$ cat src/rtl/bus_xfer_arbiter.sv
// Round-robin scheduler for register-to-register transfers on the shared register-file bus.
// Optional macro XFER_ID_CHECK_EN adds an err port and rejects bad or self-targeted id pairs.
module bus_xfer_arbiter #(
  parameter int unsigned NREQ = 3,
  parameter int unsigned NSRC = 6,
  parameter int unsigned NDST = 6,
  parameter int unsigned IDW  = 3
) (
  input  logic                 clk,
  input  logic                 grst_n,
  input  logic                 lrst,
  input  logic [NREQ-1:0]      req,
  input  logic [NREQ*IDW-1:0]  src_id,
  input  logic [NREQ*IDW-1:0]  dst_id,
  output logic [NREQ-1:0]      gnt,
  output logic [NREQ-1:0]      done,
  output logic [NSRC-1:0]      ws,
  output logic [NDST-1:0]      rs,
`ifdef XFER_ID_CHECK_EN
  output logic                 err,
`endif
  output logic                 busy
);

  localparam int unsigned PW = (NREQ > 1) ? $clog2(NREQ) : 1;

  typedef enum logic [1:0] {
    IDLE   = 2'd0,
    DRIVE  = 2'd1,
`ifdef XFER_ID_CHECK_EN
    REJECT = 2'd3,
`endif
    LOAD   = 2'd2
  } state_e;

  state_e            state_q, state_d;
  logic [PW-1:0]     ptr_q, ptr_d;
  logic [PW-1:0]     win_q, win_d;
  logic [IDW-1:0]    src_q, src_d;
  logic [IDW-1:0]    dst_q, dst_d;
  logic [NREQ-1:0]   gnt_q, gnt_d;
  logic [NREQ-1:0]   done_q, done_d;
  logic [NSRC-1:0]   ws_q, ws_d;
  logic [NDST-1:0]   rs_q, rs_d;
  logic              busy_q, busy_d;
`ifdef XFER_ID_CHECK_EN
  logic              err_q, err_d;
  logic              id_bad;
`endif

  logic [IDW-1:0]    src_a [NREQ];
  logic [IDW-1:0]    dst_a [NREQ];
  logic [PW-1:0]     pick;
  logic [PW-1:0]     ptr_inc;
  logic [NSRC-1:0]   src_dec;
  logic [NDST-1:0]   dst_dec;

  for (genvar g = 0; g < NREQ; g++) begin : g_unpack
    assign src_a[g] = src_id[g*IDW +: IDW];
    assign dst_a[g] = dst_id[g*IDW +: IDW];
  end

  // First requester at or above the pointer, wrapping past NREQ-1.
  function automatic logic [PW-1:0] rr_pick(input logic [NREQ-1:0] r, input logic [PW-1:0] p);
    logic [PW-1:0] w;
    logic          hit;
    int            idx;
    w   = '0;
    hit = 1'b0;
    for (int k = 0; k < NREQ; k++) begin
      idx = int'(p) + k;
      if (idx >= int'(NREQ)) idx = idx - int'(NREQ);
      if (!hit && r[PW'(idx)]) begin
        hit = 1'b1;
        w   = PW'(idx);
      end
    end
    return w;
  endfunction

  assign pick    = rr_pick(req, ptr_q);
  assign ptr_inc = (win_q == PW'(NREQ - 1)) ? '0 : win_q + PW'(1);

`ifdef XFER_ID_CHECK_EN
  assign id_bad = (32'(src_a[pick]) >= NSRC) || (32'(dst_a[pick]) >= NDST) ||
                  (src_a[pick] == dst_a[pick]);
`endif

  // Id decode; out-of-range ids light no strobe.
  always_comb begin
    src_dec = '0;
    dst_dec = '0;
    for (int j = 0; j < NSRC; j++) src_dec[j] = (src_d == IDW'(j));
    for (int j = 0; j < NDST; j++) dst_dec[j] = (dst_d == IDW'(j));
  end

  // State, pointer and captured-transfer registers plus registered outputs.
  always_ff @(posedge clk or negedge grst_n) begin
    if (!grst_n) begin
      state_q <= IDLE;
      ptr_q   <= '0;
      win_q   <= '0;
      src_q   <= '0;
      dst_q   <= '0;
      gnt_q   <= '0;
      done_q  <= '0;
      ws_q    <= '0;
      rs_q    <= '0;
      busy_q  <= 1'b0;
`ifdef XFER_ID_CHECK_EN
      err_q   <= 1'b0;
`endif
    end else begin
      state_q <= state_d;
      ptr_q   <= ptr_d;
      win_q   <= win_d;
      src_q   <= src_d;
      dst_q   <= dst_d;
      gnt_q   <= gnt_d;
      done_q  <= done_d;
      ws_q    <= ws_d;
      rs_q    <= rs_d;
      busy_q  <= busy_d;
`ifdef XFER_ID_CHECK_EN
      err_q   <= err_d;
`endif
    end
  end

  // Next state; ids are captured only at grant.
  always_comb begin
    state_d = state_q;
    ptr_d   = ptr_q;
    win_d   = win_q;
    src_d   = src_q;
    dst_d   = dst_q;
    case (state_q)
      IDLE: begin
        if (|req) begin
          win_d   = pick;
          src_d   = src_a[pick];
          dst_d   = dst_a[pick];
          state_d = DRIVE;
`ifdef XFER_ID_CHECK_EN
          if (id_bad) state_d = REJECT;
`endif
        end
      end
      DRIVE: state_d = LOAD;
      LOAD: begin
        state_d = IDLE;
        ptr_d   = ptr_inc;
      end
`ifdef XFER_ID_CHECK_EN
      REJECT: begin
        state_d = IDLE;
        ptr_d   = ptr_inc;
      end
`endif
      default: state_d = IDLE;
    endcase
    if (lrst) begin
      state_d = IDLE;
      ptr_d   = '0;
    end
  end

  // Output values for the state being entered, registered above.
  always_comb begin
    gnt_d  = '0;
    done_d = '0;
    ws_d   = '0;
    rs_d   = '0;
    busy_d = (state_d != IDLE);
`ifdef XFER_ID_CHECK_EN
    err_d  = 1'b0;
`endif
    case (state_d)
      DRIVE: begin
        gnt_d[win_d] = 1'b1;
        ws_d         = src_dec;
      end
      LOAD: begin
        gnt_d[win_d]  = 1'b1;
        done_d[win_d] = 1'b1;
        ws_d          = src_dec;
        rs_d          = dst_dec;
      end
`ifdef XFER_ID_CHECK_EN
      REJECT: begin
        gnt_d[win_d]  = 1'b1;
        done_d[win_d] = 1'b1;
        err_d         = 1'b1;
      end
`endif
      default: ;
    endcase
  end

  assign gnt  = gnt_q;
  assign done = done_q;
  assign ws   = ws_q;
  assign rs   = rs_q;
  assign busy = busy_q;
`ifdef XFER_ID_CHECK_EN
  assign err  = err_q;
`endif

endmodule

$ cat config.mk
export PLATFORM = sky130hd
export DESIGN_NAME = bus_xfer_arbiter
export DESIGN_NICKNAME = d
export VERILOG_FILES = /design/src/rtl/bus_xfer_arbiter.sv
export SDC_FILE = /design/constraint.sdc
export NUM_CORES = 1
export LEC_CHECK = 0
export CAP_MARGIN = 15
export CELL_PAD_IN_SITES_DETAIL_PLACEMENT = 1
export CELL_PAD_IN_SITES_GLOBAL_PLACEMENT = 1
export CORE_MARGIN = 3
export CORE_UTILIZATION = 39
export DETAILED_ROUTE_END_ITERATION = 8
export PLACE_DENSITY = 0.89
export SLEW_MARGIN = 20
export SYNTH_ARGS = -nofsm -noshare
export SYNTH_HDL_FRONTEND = slang
export SYNTH_SLANG_ARGS = --single-unit
$ cat constraint.sdc
create_clock -name clk -period 2.7 [get_ports clk]
set_input_delay 0.405 -clock clk [delete_from_list [all_inputs] [get_ports clk]]
set_output_delay 0.405 -clock clk [all_outputs]
set_load 0.005 [all_outputs]
## Word-level counts from Yosys, hierarchy flattened

Index checks and enable logic that the tools add are counted.

- Output and inout bits: 19
- Flip-flop bits (word level): 31
- Word-level logic and storage cells: 94
- Input bits: 24

- Bitwise gates (word level): 1
- Magnitude comparators: 9
- $add $sub $neg: 6
- Muxes and demuxes: 41
- Equality and inequality tests: 15
- Reductions and logical operators: 12

Operators with widths:

| operator | number |
|---|---|
| $mux 3 | 10 |
| $mux 2 | 13 |
| $bmux 3 s2 | 2 |
| $eq 3x2->1 const B | 4 |
| $eq 3x3->1 const B | 4 |
| $lt 2x4->1 const B | 3 |
| $mux 6 | 2 |
| $mux 1 | 9 |
| $bmux 1 s2 | 3 |
| $eq 2x2->1 const B | 3 |
| $eq 3x1->1 const B | 2 |
| $ge 3x2->1 const B | 2 |
| $logic_not 3->1 | 2 |
| $sub 2x2->2 const B | 3 |
| $eq 2x1->1 const B | 2 |
| $pmux 2 s2 | 1 |
| $reduce_bool 2->1 | 2 |
| $add 2x1->3 const B | 1 |
| $add 2x2->3 const B | 1 |
| $ge 3x3->1 const B | 1 |
| $logic_and 1x1->1 | 3 |
| $lt 2x3->1 const B | 1 |
| $not 2->3 | 1 |
| $reduce_or 3->1 | 1 |
| 7 further kinds | 8 |

## Logic depth before layout (Yosys ltp)

Gate-level depths: netlist of the first run.

- Word-level depth: 20
- Mapped depth: 11

## Worst setup path before layout of the first run

OpenSTA, ideal clock, no wires.

- Path type: input port to flip-flop
- Start point: input port req[1]
- End point: register ws_q[5] (netlist: ws[5])
- Required time: 2.606 ns
- Library setup time: 0.094 ns
- Setup slack: 0.329 ns
- Stages: 10
- Path buffers: 2
- Arrival: 2.277 ns
- Path through: buf_2 -> nor3_1 -> nor3_1 -> clkbuf_1 -> nand2b_1 -> ha_1 -> nand3b_1 -> o31ai_1 -> a21oi_1 -> a211oi_1

- Word-level cells in the longest chain between the ends: 18
- Elaborated cells between the ends (all ways): 33
- Those cells by class: eq/ne (3); mux (23); bitwise (1); reduce/logical (6)

RTL lines:

| item | line | RTL |
|---|---|---|
| start: declaration | 12 | `input logic [NREQ-1:0] req,` |
| $bmux 1 s2 | 73 | `if (!hit && r[PW'(idx)]) begin` |
| $mux 1 (implied by the code) (2 in a row) | 73 |  |
| $mux 1 | 73 |  |
| $logic_not 1->1 | 73 |  |
| $logic_and 1x1->1 | 73 |  |
| $mux 1 | 73 |  |
| $logic_not 1->1 | 73 |  |
| $logic_and 1x1->1 | 73 |  |
| $mux 2 | 73 |  |
| $not 2->3 (implied by the code) | 141 | `src_d = src_a[pick];` |
| $bmux 3 s2 | 141 |  |
| $mux 3 (implied by the code) (2 in a row) | 141 |  |
| $mux 3 | 139 | `if (\|req) begin` |
| $mux 3 | 137 | `case (state_q)` |
| $eq 3x3->1 | 93 | `for (int j = 0; j < NSRC; j++) src_dec[j] = (src_d == IDW'(j));` |
| $mux 6 (*) | 178 | `case (state_d)` |
| via ws_d[5] | 43 | `logic [NSRC-1:0] ws_q, ws_d;` |
| end signal: assignment | 121 | `ws_q <= ws_d;` |
| end: declaration | 43 |  |

The timed path passes the listed nets; every way through them passes the cells marked *. The select of a mux whose other input is x is not followed.
A chain may end at the register's enable or synchronous reset.

## Worst setup path after layout of the first run

- Start point: register ptr_q[0]
- End point: register ws_q[4] (netlist: ws[4])

- Word-level cells in the longest chain between the ends: 20
- Elaborated cells between the ends (all ways): 37
- Those cells by class: add/sub (5); order compare (3); eq/ne (1); mux (23); bitwise (1); reduce/logical (4)

RTL lines:

| item | line | RTL |
|---|---|---|
| start: declaration | 37 | `logic [PW-1:0] ptr_q, ptr_d;` |
| start signal: assignment | 115 | `ptr_q <= ptr_d;` |
| parallel branches: the longest is 11 deep, another holds $add 2x1->3 | n/a |  |
| $mux 2 (*) | 73 |  |
| $not 2->3 (implied by the code) (*) | 141 |  |
| $bmux 3 s2 (*) | 141 |  |
| $mux 3 (implied by the code) (*) (2 in a row) | 141 |  |
| $mux 3 (*) | 139 |  |
| $mux 3 (*) | 137 |  |
| via src_d[0] | 39 | `logic [IDW-1:0] src_q, src_d;` |
| $eq 3x3->1 (*) | 93 |  |
| $mux 6 (*) | 178 |  |
| via ws_d[4] | 43 |  |

Mark *: on every way through the listed nets, which the timed path passes. The select of a mux whose other input is x is not followed.

==> impl_metrics.env, run 1 <==
export IMPL_synth_simple_area_share_pct=24.27
export IMPL_cts_root_buffer="clkbuf_8"
export IMPL_wl_per_cell_um=17.08
export IMPL_clk_insertion_delay_late_ps=280
export IMPL_leakage_uw=0.001160
export IMPL_multi_input_area_sq_mm=0.001150
export IMPL_clock_sinks=31
export IMPL_maxCapViolCount=0
export IMPL_muxShareOfSynthArea_pct=6.717
export IMPL_gp_congestion=0.8511
export IMPL_finalWirelength_mm=5.413
export IMPL_tns_ps=0
export IMPL_yosysSeqAreaShare_pct=39.29
export IMPL_cp_start_kind="register"
export IMPL_drc=0
export IMPL_grt_overflow=0
export IMPL_ff_latch_area_sq_um=775.7
export IMPL_asyncSetResetFlopFracSynth_pct=100.0
export IMPL_cts_tree="yes"
export IMPL_cp_arrival_ps=2720
export IMPL_numCtsBuffers=5
export IMPL_hold_viol_final=0
export IMPL_outcome="finished, final reports clean"
export IMPL_skew_ps=4.375
export IMPL_start_util_pct=40.99
export IMPL_setup_viol=0
export IMPL_crit_chain="inv_1 -> ha_2 -> and3b_2 -> nor3_4 -> a21o_4 -> mux2_4 -> a31o_1 -> nor3b_1"
export IMPL_intPower_uw=953.5
export IMPL_hp_class="register to register"
export IMPL_fp_row_count=25
export IMPL_ios=43
export IMPL_die_area_sq_mm=0.005952
export IMPL_maxSlewHeadroom_pct=68.31
export IMPL_critPathKind="register to register"
export IMPL_vias_per_cell=5.489
export IMPL_power_switching_uw=457.8
export IMPL_worstPathMaxFanout=11
export IMPL_portBuffers=42
export IMPL_yosys_cell_types_count=53
export IMPL_grt_max_degree=32
export IMPL_grt_pass1_wl_mm=8.894
export IMPL_antenna_found_initial=0
export IMPL_synth_area_sq_mm=0.001974
export IMPL_track_usage_pct=18.61
export IMPL_fmax_ghz=0.3950
export IMPL_p_clk_share_pct=26.0
export IMPL_htreeDepth=2
export IMPL_ant_nets=0
export IMPL_diodes=0
export IMPL_die_h_um=77.15
export IMPL_drt_first_pass_iters=4
export IMPL_clockBufferDepth=2
export IMPL_post_route_period_util_pct=93.76
export IMPL_place_area_sq_mm=0.002499
export IMPL_worstMarginPinSlew_ps=475.3
export IMPL_synth_compound_area_share_pct=20.03
export IMPL_dr_first_iter_drc_count=96
export IMPL_grt_pass1_vias=1768
export IMPL_fp_dieW_um=77.15
export IMPL_period_needed_ps=2531
export IMPL_maxSlewViolCount=0
export IMPL_finalPower_uw=1411
export IMPL_hpwl_mm=4.012
export IMPL_timing_hold_ws_ps=494.4
export IMPL_design_area_sq_mm=0.002681
export IMPL_ys_warnings_count=0
export IMPL_synthAdderAreaFrac_pct=3.802
export IMPL_cp_num_buf_inv=1
export IMPL_syn_area_per_cell_sq_um=9.972
export IMPL_synth_edf_count=0
export IMPL_crit_family="simple AND/OR/NAND/NOR gates"
export IMPL_vias=1740
export IMPL_fillCellCount=554
export IMPL_synth_top_family_by_area="simple AND/OR/NAND/NOR gates"
export IMPL_syn2layout_area_growth_pct=35.80
export IMPL_crit_path_top_delay_cell="dfrtp_1"
export IMPL_cp_end_kind="register"
export IMPL_core_sq_mm=0.004817
export IMPL_netSwitchingFraction_pct=32.44
export IMPL_final_cells=317
export IMPL_p_seq_share_pct=39.2
export IMPL_fin_nets=280
export IMPL_clk_pin_slew_ps=70
export IMPL_drive_above_1_share_pct=22.40
export IMPL_ir_worst_vdd_uv=195.9
export IMPL_dpl_cell_count=306
export IMPL_pwr_share_comb_pct=34.8
export IMPL_syn_nets=228
export IMPL_power_density_mw_per_mm2=526.4
export IMPL_worst_ep_required_time_ps=2890
export IMPL_synth_main_ff_cell="dfrtp_1"
export IMPL_synth_cells=198
export IMPL_cp_slowest_stage_delay_ps=420
export IMPL_synth_xor_area_share_pct=0
export IMPL_ys_seq_elements=31
-- kinds of logic after synthesis --
group / after synthesis
multiplexers: 12
AO/OA/AOI/OAI: 49
flip-flops: 31
AND/OR/NAND/NOR: 77
buffers and inverters: 23
adder cells (fa/ha/maj): 6
-- worst min-delay path, cell delays in order (launching register included) --
cell     delay [ps]
dfrtp_1         350
nand2_1          50
o21ai_0          60
-- flip-flops by register name, summed over array words and instances, names as in the netlist --
signal   cells
state_q      2
done         3
win_q        2
src_q        3
busy         1
dst_q        3
rs           6
ptr_q        2
gnt          3
ws           6
-- power groups by stage --
stage          Combinational, uW  Sequential (uW)  Clock [uW]
2_1_floorplan                276              554           0
3_3_place_gp                 434              558           0
3_5_place_dp                 450              560           0
4_1_cts                      458              553         376
5_1_grt                      536              561         392
6_report                     491              553         367
-- cell usage in the layout (no fill, tap or decap), types with 4 or more instances in the layout --
cell	n
clkbuf_8	6
o21ai_0	4
nor3_2	5
nand2_1	18
mux2i_1	6
inv_1	10
dfrtp_1	31
nand3b_1	7
nor3_1	7
clkdlybuf4s50_1	40
a21oi_1	13
buf_4	13
nor2_1	7
o31ai_1	7
-- worst paths after layout --
kind	from	endpoint	slack (ps)	cells past startpoint
setup reg to reg	ptr_q[0]	ws[4]	170	8
max in group asynchronous	grst_n	done[2]	1900	2
min in group asynchronous	grst_n	ws[1]	510	2
hold / removal	src_q[1]	src_q[1]	490	2
hold reg to reg	src_q[1]	src_q[1]	490	2
setup / recovery	ptr_q[0]	ws[4]	170	8
-- routing by layer --
layer | track usage (%) | routed length, um
met5 | 0 | 0
met4 | 6.050 | 71
met3 | 2.582 | 200
met2 | 29.19 | 2536
met1 | 26.39 | 2605
-- metrics by stage --
stage	setup WS [ps]	util (%)
5_1_grt	-11.83	55.66
3_3_place_gp	-52.98	51.87
3_5_place_dp	-169.5	51.87
6_report	168.6	55.66
2_1_floorplan	328.6	-
4_1_cts	7.784	53.92
-- area by class of cell --
| cell class | instances | area share [%] |
|---|---|---|
| Multi-Input combinational cell | 145 | 42.88 |
| Sequential cell | 31 | 28.93 |
| Timing Repair Buffer | 56 | 20.25 |
| Tap cell | 67 | 3.126 |
| Clock buffer | 6 | 3.080 |
| Inverter | 11 | 1.540 |
| Clock inverter | 1 | 0.1867 |
-- synthesized netlist by cell type, drive strengths merged, types with 4 or more instances --
master / number / area [sq um]
dfrtp: 31 / 775.7
nand2: 19 / 73.82
a21oi: 13 / 65.06
nor3: 13 / 91.34
inv: 11 / 41.29
mux2i: 8 / 80.08
o31ai: 8 / 65.06
buf: 7 / 52.54
nand3b: 7 / 52.55
nor2: 7 / 26.28
a211oi: 6 / 55.05
ha: 6 / 75.07
o21ai: 6 / 30.03
clkbuf: 5 / 22.52
mux2: 4 / 52.55
-- timing repair --
| item | in CTS | in global routing |
|---|---|---|
| pin swaps | 0 | 1 |
| buffers inserted | 0 | 3 |
| gates resized for setup | 3 | 12 |
| setup endpoints to repair | 2 | 13 |
| gates cloned | 0 | 1 |
| hold buffers | 0 | 0 |
Note: power is estimated with default switching activity, not from simulation.
==> run 2: changes to the inputs <==
- CORE_UTILIZATION: 39 -> 48
- DONT_BUFFER_PORTS: not set -> 1
- PLACE_DENSITY: 0.89 -> 0.88
==> run 2 against run 1 <==
Against the previous run:
- count of clock-buffer cells in the layout fell by 1
- sequential power is 2% higher
- combinational power down 12%
- flip-flop and latch count stayed put
- die area decreased by 17%
- first-iteration DRC count rose by 57%
- worst hold slack worse by 320 ps
- setup slack got worse by 94 ps
- total power increased by 3.3%
- global-route usage is 6.5 points higher
==> impl_metrics.env, run 2 (synthesis gave the netlist of run 1 again) <==
export IMPL_maxUsedRoutingLayer="met4"
export IMPL_fillCellCount=408
export IMPL_power_density_mw_per_mm2=637.2
export IMPL_wl_met2_mm=3.054
export IMPL_clk_insertion_delay_late_ps=280
export IMPL_drt_first_pass_iters=4
export IMPL_vias=1760
export IMPL_critPathLaunch="ptr_q[1]"
export IMPL_skew_ps=3.069
export IMPL_hold_viol_final=0
export IMPL_cp_end_kind="register"
export IMPL_grt_pass1_wl_mm=9.687
export IMPL_grt_pass1_vias=1781
export IMPL_pwr_share_comb_pct=29.7
export IMPL_ir_worst_vdd_uv=211.3
export IMPL_period_needed_ps=2625
export IMPL_hpwl_mm=4.144
export IMPL_maxCapViolCount=0
export IMPL_antenna_found_initial=0
export IMPL_grt_overflow=0
export IMPL_vias_per_cell=6.902
export IMPL_die_h_um=70.14
export IMPL_finalWirelength_mm=6.359
export IMPL_setup_viol=0
export IMPL_r2r_end="ws[1]"
export IMPL_intPower_uw=971.6
export IMPL_tns_ps=0
export IMPL_clk_pin_slew_ps=70
export IMPL_maxSlewViolCount=0
export IMPL_p_seq_share_pct=38.8
export IMPL_critPathKind="register to register"
export IMPL_worstMarginPinSlew_ps=801.6
export IMPL_holdPathStages=1
export IMPL_m1WireLength_mm=2.530
export IMPL_diodes=0
export IMPL_met3WireLength_um=603
export IMPL_fp_row_count=22
export IMPL_core_sq_mm=0.003799
export IMPL_ios=43
export IMPL_die_area_sq_mm=0.004919
export IMPL_drive_above_1_share_pct=25.60
export IMPL_mostFrequentLayoutCell="dfrtp_1"
export IMPL_drc=0
export IMPL_fp_dieW_um=70.14
export IMPL_worst_ep_required_time_ps=2850
export IMPL_hp_class="input pin to register"
export IMPL_grt_max_degree=32
export IMPL_fin_nets=236
export IMPL_fmax_ghz=0.3809
export IMPL_outcome="finished, final reports clean"
export IMPL_numCtsBuffers=5
export IMPL_portBuffers=0
export IMPL_wl_per_cell_um=24.94
export IMPL_power_switching_uw=485.8
export IMPL_timing_hold_ws_ps=173.1
export IMPL_gp_congestion=0.8683
export IMPL_rsz0062_at_grt="yes"
export IMPL_clock_sinks=31
export IMPL_layout_common_cells="dfrtp_1 (30), nand2_1 (18), a21oi_1 (13), inv_1 (10)"
export IMPL_min_to="ptr_q[0]"
export IMPL_r2r_setup_slack_ps=70
export IMPL_htreeDepth=2
export IMPL_post_route_period_util_pct=97.23
export IMPL_track_usage_pct=25.07
export IMPL_cp_start_kind="register"
export IMPL_r2r_start="ptr_q[1]"
export IMPL_cts_root_buffer="clkbuf_8"
export IMPL_dr_first_iter_drc_count=151
export IMPL_syn2layout_area_growth_pct=15.84
export IMPL_worstPathMaxFanout=11
export IMPL_clockBufferDepth=2
export IMPL_cts_tree="yes"
export IMPL_maxSlewHeadroom_pct=46.56
export IMPL_reg2reg_depth=10
export IMPL_worstHoldStart="lrst"
export IMPL_cp_arrival_ps=2780
export IMPL_p_clk_share_pct=31.5
export IMPL_leakage_uw=0.001000
export IMPL_utilization_pct=60.21
export IMPL_start_util_pct=51.98
export IMPL_netSwitchingFraction_pct=33.33
export IMPL_ant_nets=0
[run 2: cell types whose count changed in the layout (fill, tap and decap cells not counted), moves of 2 or more]
cell | previous run | this run
clkdlybuf4s50_1 | 40 | 0
buf_4 | 13 | 9
ha_2 | 3 | 0
dlymetal6s2s_1 | 2 | 0
ha_4 | 0 | 2
nor3_1 | 7 | 9
nor3_2 | 5 | 3
[run 2: worst max-delay path by stage]
stage / to / slack, ps / depth (start not counted)
floorplan: ws[5] / 330 / 10
global placement: ws[5] / 140 / 9
detailed placement: rs[3] / -6 / 8
CTS: ws[4] / 70 / 9
global route: ws[1] / -70 / 10
finish: ws[1] / 70 / 10
[run 2: final cells by class]
cell class | count | area, sq um | share of cell area [%]
multi-input cells | 145 | 1179 | 51.53
flip-flops and latches | 31 | 777.0 | 33.97
repair buffers | 12 | 117.6 | 5.142
clock buffers | 5 | 68.82 | 3.009
well taps | 48 | 60.06 | 2.626
clock inverters | 3 | 43.79 | 1.915
inverters | 11 | 41.29 | 1.805
[run 2: through the flow]
step,setup WS [ps],area [sq um],power (uW),cells
6_report,74.72,2287,1457,255
5_1_grt,-66.02,2287,1529,255
4_1_cts,66.87,2160,1399,250
3_5_place_dp,-6.246,2004,913.6,240
3_3_place_gp,136.9,2004,885.7,240
2_1_floorplan,328.6,1974,829.2,198
[run 2: critical path: stages, from the launching register on]
cell     delay, ps
dfrtp_1        450
inv_1          140
ha_4           230
mux2i_4        270
o21ai_1        160
o32ai_2        280
buf_4          250
nor3_1          90
o31ai_2        390
buf_4          180
nor3_1          50
[run 2: layer usage]
layer  vias to the layer above  track usage [%]
li1                        751                -
met1                       877            32.09
met2                       106            40.40
met3                        26            8.201
met4                         0            7.234
met5                         -                0
[run 2: timing repair]
item,in CTS,in global routing
hold buffers,2,0
buffers inserted,0,4
pin swaps,0,3
endpoints found under the hold margin,31,0
resized for setup,3,12
gates cloned,0,1
endpoints found under the setup margin,6,12
[run 2: power groups by stage]
stage / sequential [uW] / combinational [uW] / clock, uW
finish: 565 / 433 / 459
global route: 571 / 465 / 493
CTS: 563 / 375 / 461
detailed placement: 570 / 343 / 0
global placement: 566 / 320 / 0
floorplan: 554 / 276 / 0
